--- config.mk ---
export PLATFORM = sky130hd
export DESIGN_NAME = wb_req_agent
export DESIGN_NICKNAME = d
export VERILOG_FILES = /design/src/rtl/wb_req_agent.sv
export SDC_FILE = /design/constraint.sdc
export NUM_CORES = 1
export LEC_CHECK = 0
export ABC_AREA = 0
export ABC_CLOCK_PERIOD_IN_PS = 1400
export BUFFER_PORTS_ARGS = -buffer_cell sky130_fd_sc_hd__buf_4
export CORE_MARGIN = 2
export CORE_UTILIZATION = 40
export DETAILED_ROUTE_END_ITERATION = 10
export GPL_ROUTABILITY_DRIVEN = 0
export PLACE_DENSITY = 0.82
export SLEW_MARGIN = 20
export SYNTH_ARGS = -nofsm -noshare
export SYNTH_HDL_FRONTEND = slang
export SYNTH_SLANG_ARGS = --single-unit
export TNS_END_PERCENT = 100
--- constraint.sdc ---
create_clock -name clk -period 1.4 [get_ports clk]
set_input_delay 0.14 -clock clk [delete_from_list [all_inputs] [get_ports clk]]
set_output_delay 0.14 -clock clk [all_outputs]
set_load 0.05 [all_outputs]
--- src/rtl/wb_req_agent.sv ---
// Wishbone request agent: takes one local command, wins the shared bus through a
// round-robin arbiter, runs one classic cycle and returns a one-cycle response.
// Optional bus timeout is compiled in with `define WB_REQ_TIMEOUT_EN.
module wb_req_agent #(
  parameter logic [1:0] MY_ID  = 2'd0,
  parameter int         TO_CYC = 255
) (
  input  logic        clk,
  input  logic        rst,
  // local initiator command
  input  logic        cmd_valid,
  output logic        cmd_ready,
  input  logic        cmd_we,
  input  logic [31:0] cmd_addr,
  input  logic [31:0] cmd_wdata,
  input  logic [3:0]  cmd_sel,
  // response
  output logic        rsp_valid,
  output logic [31:0] rsp_rdata,
  output logic        rsp_err,
  // arbiter
  output logic        arb_req,
  input  logic [1:0]  arb_gnt,
  // Wishbone master
  output logic        wbm_cyc_o,
  output logic        wbm_stb_o,
  output logic        wbm_we_o,
  output logic [31:0] wbm_adr_o,
  output logic [31:0] wbm_dat_o,
  output logic [3:0]  wbm_sel_o,
  input  logic [31:0] wbm_dat_i,
  input  logic        wbm_ack_i,
  input  logic        wbm_err_i
);

  typedef enum logic [1:0] {IDLE, REQ, BUS, RSP} state_t;

  state_t state;

  if (TO_CYC < 1 || TO_CYC > 65535) begin : g_bad_to_cyc
    $error("wb_req_agent: TO_CYC must lie in 1..65535");
  end

`ifdef WB_REQ_TIMEOUT_EN
  localparam logic [15:0] TO_LAST = 16'(TO_CYC - 1);
  logic [15:0] to_cnt;
`endif

  // Termination decision for the current BUS cycle.
  logic        term;
  logic        term_err;
  logic [31:0] term_rdata;

  // NOTE: every always_comb output gets a default first so no path can infer a latch.
  always_comb begin
    term       = 1'b0;
    term_err   = 1'b0;
    term_rdata = 32'd0;
    if (state == BUS) begin
      if (wbm_err_i || wbm_ack_i) begin
        term       = 1'b1;
        term_err   = wbm_err_i;   // err beats a simultaneous ack
        term_rdata = wbm_we_o ? 32'd0 : wbm_dat_i;
      end
`ifdef WB_REQ_TIMEOUT_EN
      else if (to_cnt == TO_LAST) begin
        term     = 1'b1;
        term_err = 1'b1;
      end
`endif
    end
  end

  // NOTE: all state and outputs use non-blocking assignments so every register
  // sees pre-edge values regardless of statement order.
  always_ff @(posedge clk) begin
    if (rst) begin
      state     <= IDLE;
      cmd_ready <= 1'b1;
      rsp_valid <= 1'b0;
      rsp_rdata <= 32'd0;
      rsp_err   <= 1'b0;
      arb_req   <= 1'b0;
      wbm_cyc_o <= 1'b0;
      wbm_stb_o <= 1'b0;
      wbm_we_o  <= 1'b0;
      wbm_adr_o <= 32'd0;
      wbm_dat_o <= 32'd0;
      wbm_sel_o <= 4'd0;
`ifdef WB_REQ_TIMEOUT_EN
      to_cnt    <= 16'd0;
`endif
    end else begin
      rsp_valid <= 1'b0;
      unique case (state)
        IDLE: begin
          if (cmd_valid && cmd_ready) begin
            wbm_we_o  <= cmd_we;
            wbm_adr_o <= cmd_addr;
            wbm_dat_o <= cmd_wdata;
            wbm_sel_o <= cmd_sel;
            cmd_ready <= 1'b0;
            arb_req   <= 1'b1;
            state     <= REQ;
          end
        end
        REQ: begin
          if (arb_gnt == MY_ID) begin
            wbm_cyc_o <= 1'b1;
            wbm_stb_o <= 1'b1;
            state     <= BUS;
`ifdef WB_REQ_TIMEOUT_EN
            to_cnt    <= 16'd0;
`endif
          end
        end
        BUS: begin
          // Grant may move away here; the running cycle is never aborted.
          if (term) begin
            wbm_cyc_o <= 1'b0;
            wbm_stb_o <= 1'b0;
            arb_req   <= 1'b0;
            rsp_valid <= 1'b1;
            rsp_err   <= term_err;
            rsp_rdata <= term_rdata;
            state     <= RSP;
          end
`ifdef WB_REQ_TIMEOUT_EN
          else begin
            to_cnt <= to_cnt + 16'd1;
          end
`endif
        end
        RSP: begin
          cmd_ready <= 1'b1;
          state     <= IDLE;
        end
      endcase
    end
  end

endmodule

==> run_results.csv <==
group,metric,value,unit
grt,grt_pass1_vias,3985,
power,p_per_area,1890,mW/mm2
timing,hold_slack,0.0241,ns
logic_synthesis,yosysWarnings,0,
timing,min_period_over_period,103,%
placed_design,dp_cells,814,
clock_network,cts.sinks,108,
worst_hold_path,hold_class,"in2reg",
logic_synthesis,synth_edf_count,0,
die,num_io_pins,215,
logic_synthesis,ys_seq_area_share,54.0,%
layout,area_growth,61.7,%
clock_network,worstSkewPairLatency,0.35,ns
logic_synthesis,synth_fp_nets,602,
layout,nNetsFinal,823,
timing,period_needed,1.45,ns
power,ir_drop,0.806,mV
timing,finalMaxSlewViolations,0,
routing,viasPerCell,5.06,
timing,rsz0062_at_grt,"yes",
logic_synthesis,synth_seq_cells,108,
timing,setup_viol,4,
placed_design,pre_cts_ws,-0.0951,ns
logic_synthesis,synth_flop_cell,"dfxtp_1",
timing,finalClockSkew,0.00978,ns
die,core_area,0.00973,mm2
grt,grt_pass1_wl,19300,um
timing,tightestPinTransition,0.403,ns
placed_design,post_dp_cell_area,0.00582,mm2
timing,maxSlewHeadroom,73.2,%
worst_hold_path,worstHoldPathCells,3,
layout,drive_gt1_share,42.3,%
die,initial_core_util,41.2,%
logic_synthesis,netlist_instances,488,
layout,fin_cells,847,
clock_network,clk_pin_slew_worst_paths,0.10,ns
power,power,12.2,mW
logic_synthesis,syn_avg_cell_area,8.21,um2
setup_path,max_stage_delay,0.51,ns
clock_network,htreeDepth,3,
status,violations,"setup timing",
die,die_width,104,um
logic_synthesis,synth.distinct_cells,29,
setup_path,worst-endpoint-required,1.68,ns
status,status,"finished with violations",
routing,wl,13500,um
setup_path,setup.worst_path.class,"reg2reg",
logic_synthesis,syn_area,0.00401,mm2
routing,drtIter0Drc,248,
routing,first_pass_iters,6,
layout,utilization,66.6,%
timing,tns,-0.0996,ns
layout,layout_commonest_cell,"buf_4",
routing,drt_drc_violations_left,0,
setup_path,end_kind,"register",
clock_network,cts_tree,"yes",
placed_design,io_buffers,214,
grt,grt_usage,21.8,%
power,power_leakage,2.81,nW
routing,wl_per_cell,15.9,um
timing,max_clock_freq,691,MHz
layout,final_cell_mix,"buf_4, nand2_1, dfxtp_1",
timing,timing.final.ws_setup,-0.0471,ns
setup_path,r2r_cells,5,
routing,num_vias,4290,
die,dieArea,0.0108,mm2
routing,antenna_left,0,
layout,diodes,0,
timing,hold_viol_final,0,
grt,overflow,0,
run,cap_viol_max_count,0,
clock_network,cts.root.buffer_cell,"clkbuf_8",
setup_path,path_cells,"inv_4 > ha_4 > o21a_1 > or4_1 > a21oi_1",
setup_path,start_kind,"register",
clock_network,cts_made_buffers,9,
setup_path,path_max_fanout,4,
grt,antenna_found_initial,0,
logic_synthesis,synthArstFlopShare,0,%
setup_path,cp.arrival,1.73,ns
layout,final_area,0.00648,mm2
placed_design,dp_hpwl,8490,um
clock_network,cts_max_path_buffers,2,
die,die-height,104,um
die,rows,36,
grt,grt_start_max_net_pins,51,
setup_path,slowest_stage,"or4_1",
-- final timing paths --
kind,startpoint,end,slack (ns)
max reg2reg,state[1]$_SDFFE_PP0P_,state[0]$_SDFFE_PP0P_,-0.05
max,state[1]$_SDFFE_PP0P_,state[0]$_SDFFE_PP0P_,-0.05
min,cmd_wdata[10],wbm_dat_o[10]$_SDFFE_PP0P_,0.02
min reg2reg,rsp_rdata[26]$_SDFFE_PP0P_,rsp_rdata[26]$_SDFFE_PP0P_,0.46
-- logic make-up after synthesis --
group / share of synthesized area, %
simple gates: 23.7
compound gates: 15.7
flops: 54.0
buf+inv: 4.72
fa+ha+maj: 1.87
-- flip-flops by register name, indices dropped and copies added (netlist names) --
name	flops
arb_req	1
cmd_ready	1
rsp_err	1
rsp_rdata	32
rsp_valid	1
state	2
wbm_adr_o	32
wbm_dat_o	32
wbm_sel_o	4
wbm_stb_o	1
wbm_we_o	1
-- cells in the mapped netlist (2+ instances only) --
master | number | area [um2]
buf_2 | 13 | 65.1
nor2_1 | 2 | 7.51
nand3b_1 | 32 | 240
inv_1 | 5 | 18.8
o21a_1 | 2 | 15.0
a21oi_1 | 103 | 515
buf_4 | 2 | 15.0
nand2_1 | 175 | 657
ha_1 | 6 | 75.1
dfxtp_1 | 108 | 2160
clkbuf_1 | 21 | 78.8
and3_1 | 2 | 12.5
-- per-layer routing --
layer | wire length (um) | global-route usage (%) | share of wire [%]
met2 | 7030 | 39.4 | 52
met5 | 0 | 0 | 0
met4 | 405 | 10.1 | 3.0
met3 | 627 | 4.32 | 4.7
met1 | 5380 | 24.5 | 40
-- worst max-delay path, delay by kind of cell (launching register included) --
kind	cells	cell delay, ns
compound gates	2	0.24
buf+inv	1	0.06
fa+ha+maj	1	0.15
flops	1	0.41
simple gates	1	0.51
-- power breakdown --
part	internal, mW	switching [mW]
Clock	0.696	1.05
Sequential	3.65	0.365
Combinational	2.44	4.02
Total	6.80	5.44
-- repair_timing --
item / in CTS / in global routing
pin swaps: 5 / 17
endpoints found under the hold margin: 0 / 2
cloned: 2 / 9
setup endpoints to repair: 62 / 90
resized for setup: 15 / 39
setup buffers: 4 / 0
hold buffers: 0 / 2
-- final cells by class --
cell class,instances,area (um2)
clock buffers,10,138
clock inverters,6,37.5
fillers,787,3250
inverters,5,26.3
multi-input cells,339,1880
flip-flops and latches,108,2170
well taps,133,166
repair buffers,246,2060
No activity file was read; power rests on OpenSTA's default activity.
